## config.mk

```make
export PLATFORM = sky130hd
export DESIGN_NAME = nco_sweep_ctrl_flat
export DESIGN_NICKNAME = d
export VERILOG_FILES = /design/src/rtl/nco_sweep_ctrl_if.sv /design/src/rtl/nco_sweep_ctrl.sv /design/src/flat_wrapper.sv
export SDC_FILE = /design/constraint.sdc
export NUM_CORES = 1
export LEC_CHECK = 0
export CORE_ASPECT_RATIO = 1.5
export CORE_MARGIN = 5
export CORE_UTILIZATION = 65
export CTS_CLUSTER_DIAMETER = 120
export DETAILED_ROUTE_END_ITERATION = 10
export DONT_BUFFER_PORTS = 1
export GPL_TIMING_DRIVEN = 1
export MAX_ROUTING_LAYER = met4
export PLACE_DENSITY = 0.81
export REMOVE_ABC_BUFFERS = 1
export SYNTH_ARGS = -nofsm -noshare
export SYNTH_HDL_FRONTEND = slang
export SYNTH_SLANG_ARGS = --single-unit
```

## constraint.sdc

```tcl
create_clock -name clk -period 7.4 [get_ports clk]
set_input_delay 1.48 -clock clk [delete_from_list [all_inputs] [get_ports clk]]
set_output_delay 1.48 -clock clk [all_outputs]
set_load 0.005 [all_outputs]
```

## src/rtl/nco_sweep_ctrl_if.sv

```systemverilog
// Control-side bus of the NCO sweep controller.
//   cfg_we/cfg_addr/cfg_wdata : register write port (0=f_start 1=f_stop 2=f_step 3=dwell)
//   start / abort             : single-cycle sweep request / cancel
// master = host driving the controller, slave = nco_sweep_ctrl.
interface nco_sweep_ctrl_if #(parameter int apr = 32);
  logic           cfg_we;
  logic [1:0]     cfg_addr;
  logic [apr-1:0] cfg_wdata;
  logic           start;
  logic           abort;

  modport master (output cfg_we, cfg_addr, cfg_wdata, start, abort);
  modport slave  (input  cfg_we, cfg_addr, cfg_wdata, start, abort);
endinterface

```

## src/rtl/nco_sweep_ctrl.sv

```systemverilog
// Frequency-sweep controller for a streaming NCO.
// Steps phi_inc_o from f_start toward f_stop by f_step, holding each value for
// dwell+1 cycles, then keeps the NCO clocked for nco_lat cycles so the last
// samples drain out, pulses done and returns to IDLE.
// Ports:
//   clk, reset_n   : clock, async active-low reset
//   ctl            : config write port + start/abort (nco_sweep_ctrl_if.slave)
//   nco_out_valid  : NCO out_valid
//   phi_inc_o      : NCO phase increment
//   nco_clken      : NCO clock enable
//   busy           : high in SWEEP and DRAIN
//   done           : one-cycle pulse on the last DRAIN cycle
//   sweep_valid    : NCO sample belongs to the current sweep
module nco_sweep_ctrl #(
  parameter int apr     = 32,
  parameter int dwr     = 16,
  parameter int nco_lat = 10
) (
  input  logic           clk,
  input  logic           reset_n,
  nco_sweep_ctrl_if.slave ctl,
  input  logic           nco_out_valid,
  output logic [apr-1:0] phi_inc_o,
  output logic           nco_clken,
  output logic           busy,
  output logic           done,
  output logic           sweep_valid
);

  localparam int CW = $clog2(nco_lat + 1);
  localparam logic [CW-1:0] LAT    = CW'(nco_lat);
  localparam logic [CW-1:0] LAT_M1 = CW'(nco_lat - 1);

  localparam logic [1:0] S_IDLE  = 2'd0;
  localparam logic [1:0] S_SWEEP = 2'd1;
  localparam logic [1:0] S_DRAIN = 2'd2;

  logic [1:0]     state, state_n;
  logic [apr-1:0] f_start, f_stop, f_step;
  logic [dwr-1:0] dwell, dcnt, dcnt_n;
  logic [CW-1:0]  dr_cnt, dr_n;   // DRAIN cycles remaining after the current one
  logic [CW-1:0]  vcnt, vcnt_n;   // clken cycles since start, saturates at nco_lat
  logic [apr-1:0] phi_n;
  logic           clken_n, busy_n, done_n;

  // Extra carry bit so a step past the top of the range clamps instead of wrapping.
  logic [apr:0]   sum;
  logic [apr-1:0] step_f;

  assign sum = {1'b0, phi_inc_o} + {1'b0, f_step};

  always_comb begin
    // f_step=0 jumps straight to f_stop so the sweep always terminates.
    if (f_step == '0 || sum[apr] || sum[apr-1:0] > f_stop) step_f = f_stop;
    else                                                  step_f = sum[apr-1:0];
  end

  always_comb begin
    state_n = state;
    phi_n   = phi_inc_o;
    clken_n = nco_clken;
    busy_n  = busy;
    done_n  = 1'b0;
    dcnt_n  = dcnt;
    dr_n    = dr_cnt;
    if (ctl.abort) begin
      state_n = S_IDLE;
      clken_n = 1'b0;
      busy_n  = 1'b0;
    end else begin
      case (state)
        S_IDLE: if (ctl.start) begin
          state_n = S_SWEEP;
          phi_n   = f_start;
          clken_n = 1'b1;
          busy_n  = 1'b1;
          dcnt_n  = dwell;
        end
        S_SWEEP: begin
          if (dcnt != '0) dcnt_n = dcnt - 1'b1;
          else if (phi_inc_o >= f_stop) begin
            state_n = S_DRAIN;
            dr_n    = LAT_M1;
            done_n  = (nco_lat == 1);
          end else begin
            phi_n  = step_f;
            dcnt_n = dwell;
          end
        end
        S_DRAIN: begin
          if (dr_cnt == '0) begin
            state_n = S_IDLE;
            clken_n = 1'b0;
            busy_n  = 1'b0;
          end else begin
            dr_n   = dr_cnt - 1'b1;
            done_n = (dr_cnt == CW'(1));
          end
        end
        default: begin
          state_n = S_IDLE;
          clken_n = 1'b0;
          busy_n  = 1'b0;
        end
      endcase
    end
  end

  always_comb begin
    vcnt_n = vcnt;
    if (state == S_IDLE && ctl.start && !ctl.abort) vcnt_n = '0;
    else if (nco_clken && vcnt != LAT)              vcnt_n = vcnt + 1'b1;
  end

  always_ff @(posedge clk or negedge reset_n) begin
    if (!reset_n) begin
      state       <= S_IDLE;
      phi_inc_o   <= '0;
      nco_clken   <= 1'b0;
      busy        <= 1'b0;
      done        <= 1'b0;
      sweep_valid <= 1'b0;
      dcnt        <= '0;
      dr_cnt      <= '0;
      vcnt        <= '0;
    end else begin
      state       <= state_n;
      phi_inc_o   <= phi_n;
      nco_clken   <= clken_n;
      busy        <= busy_n;
      done        <= done_n;
      dcnt        <= dcnt_n;
      dr_cnt      <= dr_n;
      vcnt        <= vcnt_n;
      // Evaluated on next-state values so it drops together with busy.
      sweep_valid <= nco_out_valid && busy_n && (vcnt_n >= LAT);
    end
  end

  // Configuration is frozen while a sweep is in progress.
  always_ff @(posedge clk or negedge reset_n) begin
    if (!reset_n) begin
      f_start <= '0;
      f_stop  <= '0;
      f_step  <= '0;
      dwell   <= '0;
    end else if (ctl.cfg_we && state == S_IDLE) begin
      case (ctl.cfg_addr)
        2'd0:    f_start <= ctl.cfg_wdata;
        2'd1:    f_stop  <= ctl.cfg_wdata;
        2'd2:    f_step  <= ctl.cfg_wdata;
        default: dwell   <= ctl.cfg_wdata[dwr-1:0];
      endcase
    end
  end

endmodule

```

## src/flat_wrapper.sv

```systemverilog
// flat-port wrapper written by rule: the top's interface ports become plain ports
module nco_sweep_ctrl_flat 
#(
  parameter int apr     = 32,
  parameter int dwr     = 16,
  parameter int nco_lat = 10
)
  (clk, reset_n, nco_out_valid, phi_inc_o, nco_clken, busy, done, sweep_valid, ctl_cfg_we, ctl_cfg_addr, ctl_cfg_wdata, ctl_start, ctl_abort);
  nco_sweep_ctrl_if #(.apr(apr)) ctl_i ();
  input  logic clk;
  input  logic reset_n;
  input  logic nco_out_valid;
  output logic [apr-1:0] phi_inc_o;
  output logic nco_clken;
  output logic busy;
  output logic done;
  output logic sweep_valid;
  input wire logic [$bits(ctl_i.cfg_we)-1:0] ctl_cfg_we;
  input wire logic [$bits(ctl_i.cfg_addr)-1:0] ctl_cfg_addr;
  input wire logic [$bits(ctl_i.cfg_wdata)-1:0] ctl_cfg_wdata;
  input wire logic [$bits(ctl_i.start)-1:0] ctl_start;
  input wire logic [$bits(ctl_i.abort)-1:0] ctl_abort;
  assign ctl_i.cfg_we = ctl_cfg_we;
  assign ctl_i.cfg_addr = ctl_cfg_addr;
  assign ctl_i.cfg_wdata = ctl_cfg_wdata;
  assign ctl_i.start = ctl_start;
  assign ctl_i.abort = ctl_abort;
  nco_sweep_ctrl #(.apr(apr), .dwr(dwr), .nco_lat(nco_lat)) u_core (.clk(clk), .reset_n(reset_n), .ctl(ctl_i), .nco_out_valid(nco_out_valid), .phi_inc_o(phi_inc_o), .nco_clken(nco_clken), .busy(busy), .done(done), .sweep_valid(sweep_valid));
endmodule
```

== Word-level counts from Yosys, hierarchy flattened ==
Cells that the tools add are included.

* Output and inout port bits: 36
* Logic and storage cells: 97
* Input port bits: 40
* Register bits after elaboration: 174

* Order comparisons: 3
* Reductions and logical operators: 26
* Add/subtract/negate cells: 4
* Equal/unequal tests: 17
* Multiplexer cells: 32
* Bitwise gates (word level): 2

{| class="wikitable"
|+ Operator list
! kind !! number
|-
| $mux W32 || 4
|-
| $pmux W32 S2 || 1
|-
| $mux W16 || 3
|-
| $add A32 B32 Y33 || 1
|-
| $ge A32 B32 Y1 || 1
|-
| $gt A32 B32 Y1 || 1
|-
| $logic_not A32 Y1 || 1
|-
| $pmux W16 S2 || 1
|-
| $mux W4 || 5
|-
| $reduce_bool A16 Y1 || 1
|-
| $sub A16 B1 Y16 const B || 1
|-
| $mux W2 || 5
|-
| $ne A2 B2 Y1 const B || 5
|-
| $reduce_and A5 Y1 || 2
|-
| $mux W1 || 9
|-
| $ne A3 B2 Y1 const B || 3
|-
| $pmux W4 S2 || 1
|-
| $reduce_and A2 Y1 || 4
|-
| $reduce_and A4 Y1 || 2
|-
| $logic_and A1 B1 Y1 || 6
|-
| $ne A3 B3 Y1 const B || 2
|-
| $pmux W1 S3 || 2
|-
| $pmux W2 S3 || 1
|-
| $add A4 B1 Y4 const B || 1
|-
| other kinds (15) || 21
|}

== Longest topological paths before layout ==
Gate-level depths: netlist (run 1).

* Depth after elaboration: 7
* Mapped depth: 19
* Gate-level depth less buffers: 18

== Worst setup path before layout (run 1) ==
Ideal clock, no wire load.

* Path type: register to register
* Start: register u_core.phi_inc_o[0]
* End: register u_core.phi_inc_o[11]
* Setup time: 0.125 ns
* Path buffers: 1
* Data arrival time: 4.172 ns
* Stages on the path, launching flop included: 20
* Data required time: 7.275 ns
* Slack: 3.103 ns
* Path through: dfrtp_1 -> ha_1 -> fa_1 -> a211oi_2 -> o21ai_2 -> o221ai_2 -> a211oi_1 -> or2_2 -> a21oi_1 -> xnor2_1 -> ha_1 -> nand4_1 -> nor4_2 -> nor2b_1 -> a21oi_1 -> a31o_4 -> buf_6 -> o21ai_1 -> a31oi_1 -> mux2_2

* Longest elaborated chain between the ends: 7

{| class="wikitable"
|+ Ends and longest elaborated chain
! item !! RTL line !! text
|-
| start, declared || nco_sweep_ctrl.sv:23 || <nowiki>output logic [apr-1:0] phi_inc_o,</nowiki>
|-
| start signal, assigned || nco_sweep_ctrl.sv:128 || <nowiki>phi_inc_o <= phi_n;</nowiki>
|-
| $add A32 B32 Y33 || nco_sweep_ctrl.sv:50 || <nowiki>assign sum = {1'b0, phi_inc_o} + {1'b0, f_step};</nowiki>
|-
| $gt A32 B32 Y1 or $logic_or A1 B1 Y1 (tied branches) || nco_sweep_ctrl.sv:54 || <nowiki>if (f_step == '0 || sum[apr] || sum[apr-1:0] > f_stop) step_f = f_stop;</nowiki>
|-
| $logic_or A1 B1 Y1 || nco_sweep_ctrl.sv:54 ||
|-
| $mux W32 || nco_sweep_ctrl.sv:54 ||
|-
| $mux W32 || nco_sweep_ctrl.sv:81 || <nowiki>else if (phi_inc_o >= f_stop) begin</nowiki>
|-
| $mux W32 || nco_sweep_ctrl.sv:80 || <nowiki>if (dcnt != '0) dcnt_n = dcnt - 1'b1;</nowiki>
|-
| $pmux W32 S2 || nco_sweep_ctrl.sv:71 || <nowiki>case (state)</nowiki>
|}

Parallel ways exist; a longest one is shown, timed or not. The select of a mux whose other input is x is not followed.
A chain may end at the register's enable or synchronous reset.

== Worst setup path in the final report (run 1) ==
* Start: register u_core.phi_inc_o[0]
* End: register u_core.phi_inc_o[13]

The elaborated chain is that of the path after synthesis.

==> key figures, run 1 <==
Worst setup path
  – Reg2reg start: u_core.phi_inc_o[0]
  – Reg-to-Reg End: u_core.phi_inc_o[13]
  – Crit. End Element: register
  – Crit path DAT: 5.70 ns
  – Flop2flop setup slack: 1.98 ns
  – WS Path Type: reg -> reg
  – Crit Path Max Fanout: 12
  – Required arrival time at the worst endpoint: 7.68 ns
  – R2R depth: 18
  – CP startpoint kind: register

STA
  – Setup tns final: 0 ns
  – Setup violators final: 0
  – Slew HR: 0.3069
  – Worst Tran Pin Value: 1.040 ns
  – Peak Freq: 0.1846 GHz
  – Tmin final: 5.417 ns
  – Tcrit/Tclk final: 0.7320
  – Setup Skew: 0.01144 ns
  – RSZ-0062 raised after global routing: false
  – Pins Over Slew Limit: 0
  – Final hold slack: 0.4834 ns
  – Final Hold Vio Count: 0

Synth
  – Synth async-reset ratio: 1.000
  – Netlist Area Pre-Place: 0.01139 sq mm
  – Post-synthesis register bit count: 174
  – Ys flop type: dfrtp_1
  – Synth top cells by count: dfrtp_1 (174), mux2_2 (122), ha_1 (107)
  – YS warnings: 0
  – Unique masters post-synth: 88
  – Sequential share of the synthesized area: 0.3822
  – Yosys top cell by area: dfrtp_1
  – Syn Inst Count: 1,129
  – Top cells by area, synth: dfrtp_1 (38%), mux2_2 (12%), ha_1 (12%)
  – Top-count cell post-synth: dfrtp_1
  – Number of synthesized flops with an enable pin: 0
  – Avg Inst Size Synth: 10.09 sq um
  – Synth top area share: 0.3822

Floorplan
  – Starting Density: 0.6595
  – Die Wd: 118.1 um
  – Die area: 0.02033 sq mm
  – Core area: 0.01727 sq mm
  – Die H: 172.1 um
  – IO Count: 76
  – # rows: 59

Run
  – Max cap viols: 0

Global routing
  – GR Util All Layers: 0.3144
  – Largest net degree at the start of global routing: 175
  – Global-route wire length before repair: 49,380 um
  – Total grt overflow: 0
  – Vias in the first global route: 9,399
  – Initial antenna violation count: 0

Final layout
  – Fin area: 0.01205 sq mm
  – Layout cell share with drive strength beyond 1: 0.1783
  – Final Util: 0.6974
  – NumNets Final: 1,257
  – ANT cells: 0
  – Area grow syn2layout: 5.745%
  – Fillers: 1,320

Drt
  – Routed WL: 30,600 um
  – 1st-iter DRT viols: 706
  – Drt pass-1 iters: 5
  – ANT nets after route: 0
  – Vias per cell: 6.774
  – DRC errors left: 0
  – Via count: 9,043
  – Drt wl/cell: 22.92 um

Clock tree
  – TritonCTS clock tree: yes
  – Post_cts resized: 0
  – Post-CTS Hold Fix Bufs: 0
  – H-tree levels: 4
  – Clk sinks: 174
  – CTS Buf Count: 17
  – Root Driver: clkbuf_16
  – Clk slew on worst S/H paths: 0.07 ns
  – Setup Fix Bufs, Post-CTS: 0
  – Clock Tree Buf Depth: 2
  – Clock latency on the worst-skew pair: 0.44 ns

Worst hold path
  – Hold path start: u_core.dr_cnt[1]
  – Hold crit path type: reg -> reg
  – Worst Hold Path Cells: 1
  – Min-Delay Endpoint: u_core.dr_cnt[1]

Placement
  – Port buffer count: 0
  – Dpl hpwl: 22,260 um
  – DP Area: 0.01146 sq mm
  – GPL Wtd Cong: 0.9885

Status
  – Status: completed
critical path, cell delays in order (launching register included):
cell and delay [ns]:
dfrtp_1 0.43, ha_1 0.26, fa_1 0.45, a211oi_2 0.25, o21ai_2 0.13, o221ai_2 0.28
a211oi_1 0.15, o21ai_0 0.30, a21oi_1 0.13, xnor2_1 0.17, ha_1 0.31, nand4_1 0.20
nor4_2 0.46, nor2b_1 0.19, a21oi_1 0.08, a31oi_2 0.67, nand2_1 0.41, o21ai_0 0.28
a21oi_1 0.10
sequential cells by signal, summed over array words and instances (netlist names):
| register | count |
|---|---|
| u_core.f_step | 32 |
| u_core.state | 2 |
| u_core.dr_cnt | 4 |
| u_core.f_start | 32 |
| u_core.dcnt | 16 |
| u_core.phi_inc_o | 32 |
| u_core.done | 1 |
| u_core.sweep_valid | 1 |
| u_core.nco_clken | 1 |
| u_core.dwell | 16 |
| u_core.vcnt | 4 |
| u_core.busy | 1 |
| u_core.f_stop | 32 |
per-layer routing:
| metal | vias to the layer above | track usage | wire, um |
|---|---|---|---|
| li1 | 4168 | - | - |
| met4 | 0 | 0.1781 | 1710 |
| met1 | 4471 | 0.3348 | 11300 |
| met3 | 105 | 0.06283 | 1656 |
| met5 | - | - | 0 |
| met2 | 299 | 0.5464 | 15940 |
kinds of logic (layout without fill, tap and decap cells):
logic type | count (synthesis) | count (layout) | synth area share
muxes | 124 | 124 | 0.1224
adders and majority gates | 108 | 108 | 0.1193
DFF | 174 | 174 | 0.3822
xor gates and xnor gates | 32 | 32 | 0.02460
and+or+nand+nor | 277 | 277 | 0.1263
buffers and inverters | 94 | 87 | 0.03756
AOI/OAI and AO/OA | 320 | 320 | 0.1877
metrics by stage:
stage / setup slack [ns] / instances
floorplan: 2.783 / 1085
global placement: 2.361 / 1303
detailed placement: 2.185 / 1303
CTS: 2.138 / 1335
global route: 1.658 / 1335
finish: 1.983 / 1335
layout by cell type (no fill, tap or decap), types with 12 or more instances in the layout:
cell type  netlist  layout
dfrtp_1        174     174
mux2_2         122     122
ha_1           107     106
a21oi_1         92      92
nor2_1          70      70
o21ai_0         61      61
nand2_1         57      57
inv_1           50      50
nand3_1         41      41
a21o_1          36      36
nand4_1         23      23
xnor2_1         19      19
nor3_1          19      18
o21ai_1         18      18
clkbuf_16        0      17
a31oi_1         14      14
nor4_1          14      14
xor2_1          13      13
a211oi_1        12      12
final cells by class:
type | count | area [sq um] | share of cell area
multi-input combinational | 861 | 6618 | 0.5493
sequential | 174 | 4354 | 0.3614
clock buffer | 20 | 456.7 | 0.03791
tap | 213 | 266.5 | 0.02212
inverter | 50 | 187.7 | 0.01558
clock inverter | 12 | 126.4 | 0.01049
timing repair buffer | 5 | 37.54 | 0.003116
how the worst max path moves through the flow:
stage	to	start	slack, ns
floorplan	u_core.phi_inc_o[13]	u_core.phi_inc_o[0]	2.78
global placement	u_core.phi_inc_o[9]	u_core.phi_inc_o[0]	2.36
detailed placement	u_core.phi_inc_o[15]	u_core.phi_inc_o[0]	2.19
CTS	u_core.phi_inc_o[13]	u_core.phi_inc_o[0]	2.14
global route	u_core.phi_inc_o[15]	u_core.phi_inc_o[0]	1.66
finish	u_core.phi_inc_o[13]	u_core.phi_inc_o[0]	1.98
Power of run 1 is not shown: default switching activity piles up to over one toggle a cycle in this logic, so the estimate is an artifact.
==> run 2: changes to the inputs <==
- clock period: 7.4 -> 5.3 ns (I/O delays scaled with it)
==> key figures, run 2 (same netlist as run 1, synthesis figures left out) <==
Drt
  – Routed WL: 30,620 um (was 30,600 um)
  – Vias per cell: 6.704 (was 6.774)
  – 1st-iter DRT viols: 612 (was 706)
  – Drt wl/cell: 22.90 um (was 22.92 um)
  – Drt pass-1 iters: 6 (was 5)
  – Via count: 8,963 (was 9,043)
  – DRC errors left: 0 (unchanged)
  – ANT nets after route: 0 (unchanged)

Worst setup path
  – R2R depth: 19 (was 18)
  – Crit Path Max Fanout: 11 (was 12)
  – Crit path DAT: 5.32 ns (was 5.70 ns)
  – CP startpoint kind: register (unchanged)
  – WS Path Type: reg -> reg (unchanged)
  – Crit. End Element: register (unchanged)
  – Flop2flop setup slack: 0.28 ns (was 1.98 ns)
  – Worst setup path start: u_core.phi_inc_o[0] (unchanged)
  – Required arrival time at the worst endpoint: 5.60 ns (was 7.68 ns)
  – Critical Path End: u_core.phi_inc_o[9] (was u_core.phi_inc_o[13])
  – Reg-to-Reg End: u_core.phi_inc_o[9] (was u_core.phi_inc_o[13])
  – Reg2reg start: u_core.phi_inc_o[0] (unchanged)

STA
  – Setup Skew: 0.01022 ns (was 0.01144 ns)
  – Setup violators final: 0 (unchanged)
  – Final hold slack: 0.3218 ns (was 0.4834 ns)
  – Peak Freq: 0.1993 GHz (was 0.1846 GHz)
  – RSZ-0062 raised after global routing: false (unchanged)
  – Final Hold Vio Count: 0 (unchanged)
  – Pins Over Slew Limit: 0 (unchanged)
  – Slew HR: 0.3774 (was 0.3069)
  – Tcrit/Tclk final: 0.9468 (was 0.7320)
  – Worst Tran Pin Value: 0.9311 ns (was 1.040 ns)
  – Setup tns final: 0 ns (unchanged)
  – Tmin final: 5.018 ns (was 5.417 ns)

Placement
  – DP Area: 0.01149 sq mm (was 0.01146 sq mm)
  – Dpl hpwl: 22,380 um (was 22,260 um)
  – GPL Wtd Cong: 0.9741 (was 0.9885)
  – Port buffer count: 0 (unchanged)

Floorplan
  – Die H: 172.1 um (unchanged)
  – Die area: 0.02033 sq mm (unchanged)
  – Core area: 0.01727 sq mm (unchanged)
  – Starting Density: 0.6595 (unchanged)
  – IO Count: 76 (unchanged)
  – Die Wd: 118.1 um (unchanged)
  – # rows: 59 (unchanged)

Run
  – Max cap viols: 0 (unchanged)

Final layout
  – Fin area: 0.01210 sq mm (was 0.01205 sq mm)
  – Layout cell share with drive strength beyond 1: 0.1797 (was 0.1783)
  – Most frequent cells in the layout: dfrtp_1 (174), mux2_2 (122), ha_1 (106), a21oi_1 (92), nor2_1 (70) (unchanged)
  – Area grow syn2layout: 6.205% (was 5.745%)
  – Final Util: 0.7004 (was 0.6974)
  – Most common cell after layout, fill and taps aside: dfrtp_1 (unchanged)
  – NumNets Final: 1,260 (was 1,257)
  – ANT cells: 0 (unchanged)

Global routing
  – GR Util met1: 0.3328 (was 0.3348)
  – Initial antenna violation count: 0 (unchanged)
  – M3 GR Usage: 0.06872 (was 0.06283)
  – GRT busiest layer: met2 (unchanged)
  – Met2 Use GR: 0.5452 (was 0.5464)
  – Largest net degree at the start of global routing: 175 (unchanged)
  – Vias in the first global route: 9,429 (was 9,399)
  – Total grt overflow: 0 (unchanged)
  – GR Util All Layers: 0.3157 (was 0.3144)
  – Global-route wire length before repair: 49,300 um (was 49,380 um)

Clock tree
  – Root Driver: clkbuf_16 (unchanged)
  – H-tree levels: 4 (unchanged)
  – Clk slew on worst S/H paths: 0.07 ns (about the same)
  – Clock latency on the worst-skew pair: 0.44 ns (about the same)
  – Post_cts resized: 0 (unchanged)
  – Setup Fix Bufs, Post-CTS: 0 (unchanged)
  – Post-CTS Hold Fix Bufs: 0 (unchanged)
  – TritonCTS clock tree: yes (unchanged)
  – Clk sinks: 174 (unchanged)
  – CTS Buf Count: 17 (unchanged)
  – Clock Tree Buf Depth: 2 (unchanged)

Status
  – Status: completed (unchanged)

Worst hold path
  – Hold crit path type: in -> async (was reg -> reg)
-- run 2: area by class of cell --
type	count	area [sq um]
flip-flops and latches	174	4354
multi-input cells	861	6618
clock inverters	13	183.9
fillers	1332	5175
repair buffers	8	60.06
well taps	213	266.5
inverters	50	187.7
clock buffers	18	429.2
-- run 2: worst max-delay path, cell delays in order (launching register included) --
cell      delay [ns]
dfrtp_1         0.42
ha_1            0.27
fa_1            0.44
a211oi_2        0.23
o21ai_2         0.12
o221ai_2        0.28
a211oi_1        0.15
o21ai_0         0.32
a21oi_1         0.13
xnor2_1         0.18
ha_1            0.31
nand4_1         0.19
nor4_2          0.46
nor2b_1         0.19
a21oi_1         0.08
a31oi_2         0.17
buf_4           0.24
a21oi_1         0.11
a211oi_1        0.46
o21ai_1         0.13
-- run 2: layer usage --
layer	wire length (um)	vias to the layer above	part of all wire
met5	0	-	0
met4	2012	0	0.066
met3	1679	113	0.055
met2	15500	304	0.51
met1	11420	4381	0.37
li1	-	4165	-
-- run 2: through the flow --
step | worst slack (ns) | std cells
4_1_cts | 0.3802 | 1337
2_1_floorplan | 0.6830 | 1085
6_report | 0.2820 | 1337
3_5_place_dp | 0.4108 | 1306
3_3_place_gp | 0.4662 | 1306
5_1_grt | 0.03219 | 1337
-- run 2: how the worst min path moves through the flow --
stage                                start              endpoint  cells past startpoint
after floorplan           u_core.dr_cnt[1]      u_core.dr_cnt[1]                      1
after global placement    u_core.dr_cnt[1]      u_core.dr_cnt[1]                      1
after detailed placement  u_core.dr_cnt[1]      u_core.dr_cnt[1]                      1
after CTS                          reset_n  u_core.phi_inc_o[11]                      0
after global routing               reset_n      u_core.f_stop[8]                      0
final                              reset_n  u_core.phi_inc_o[11]                      0
Power of run 2 is left out for the same reason.
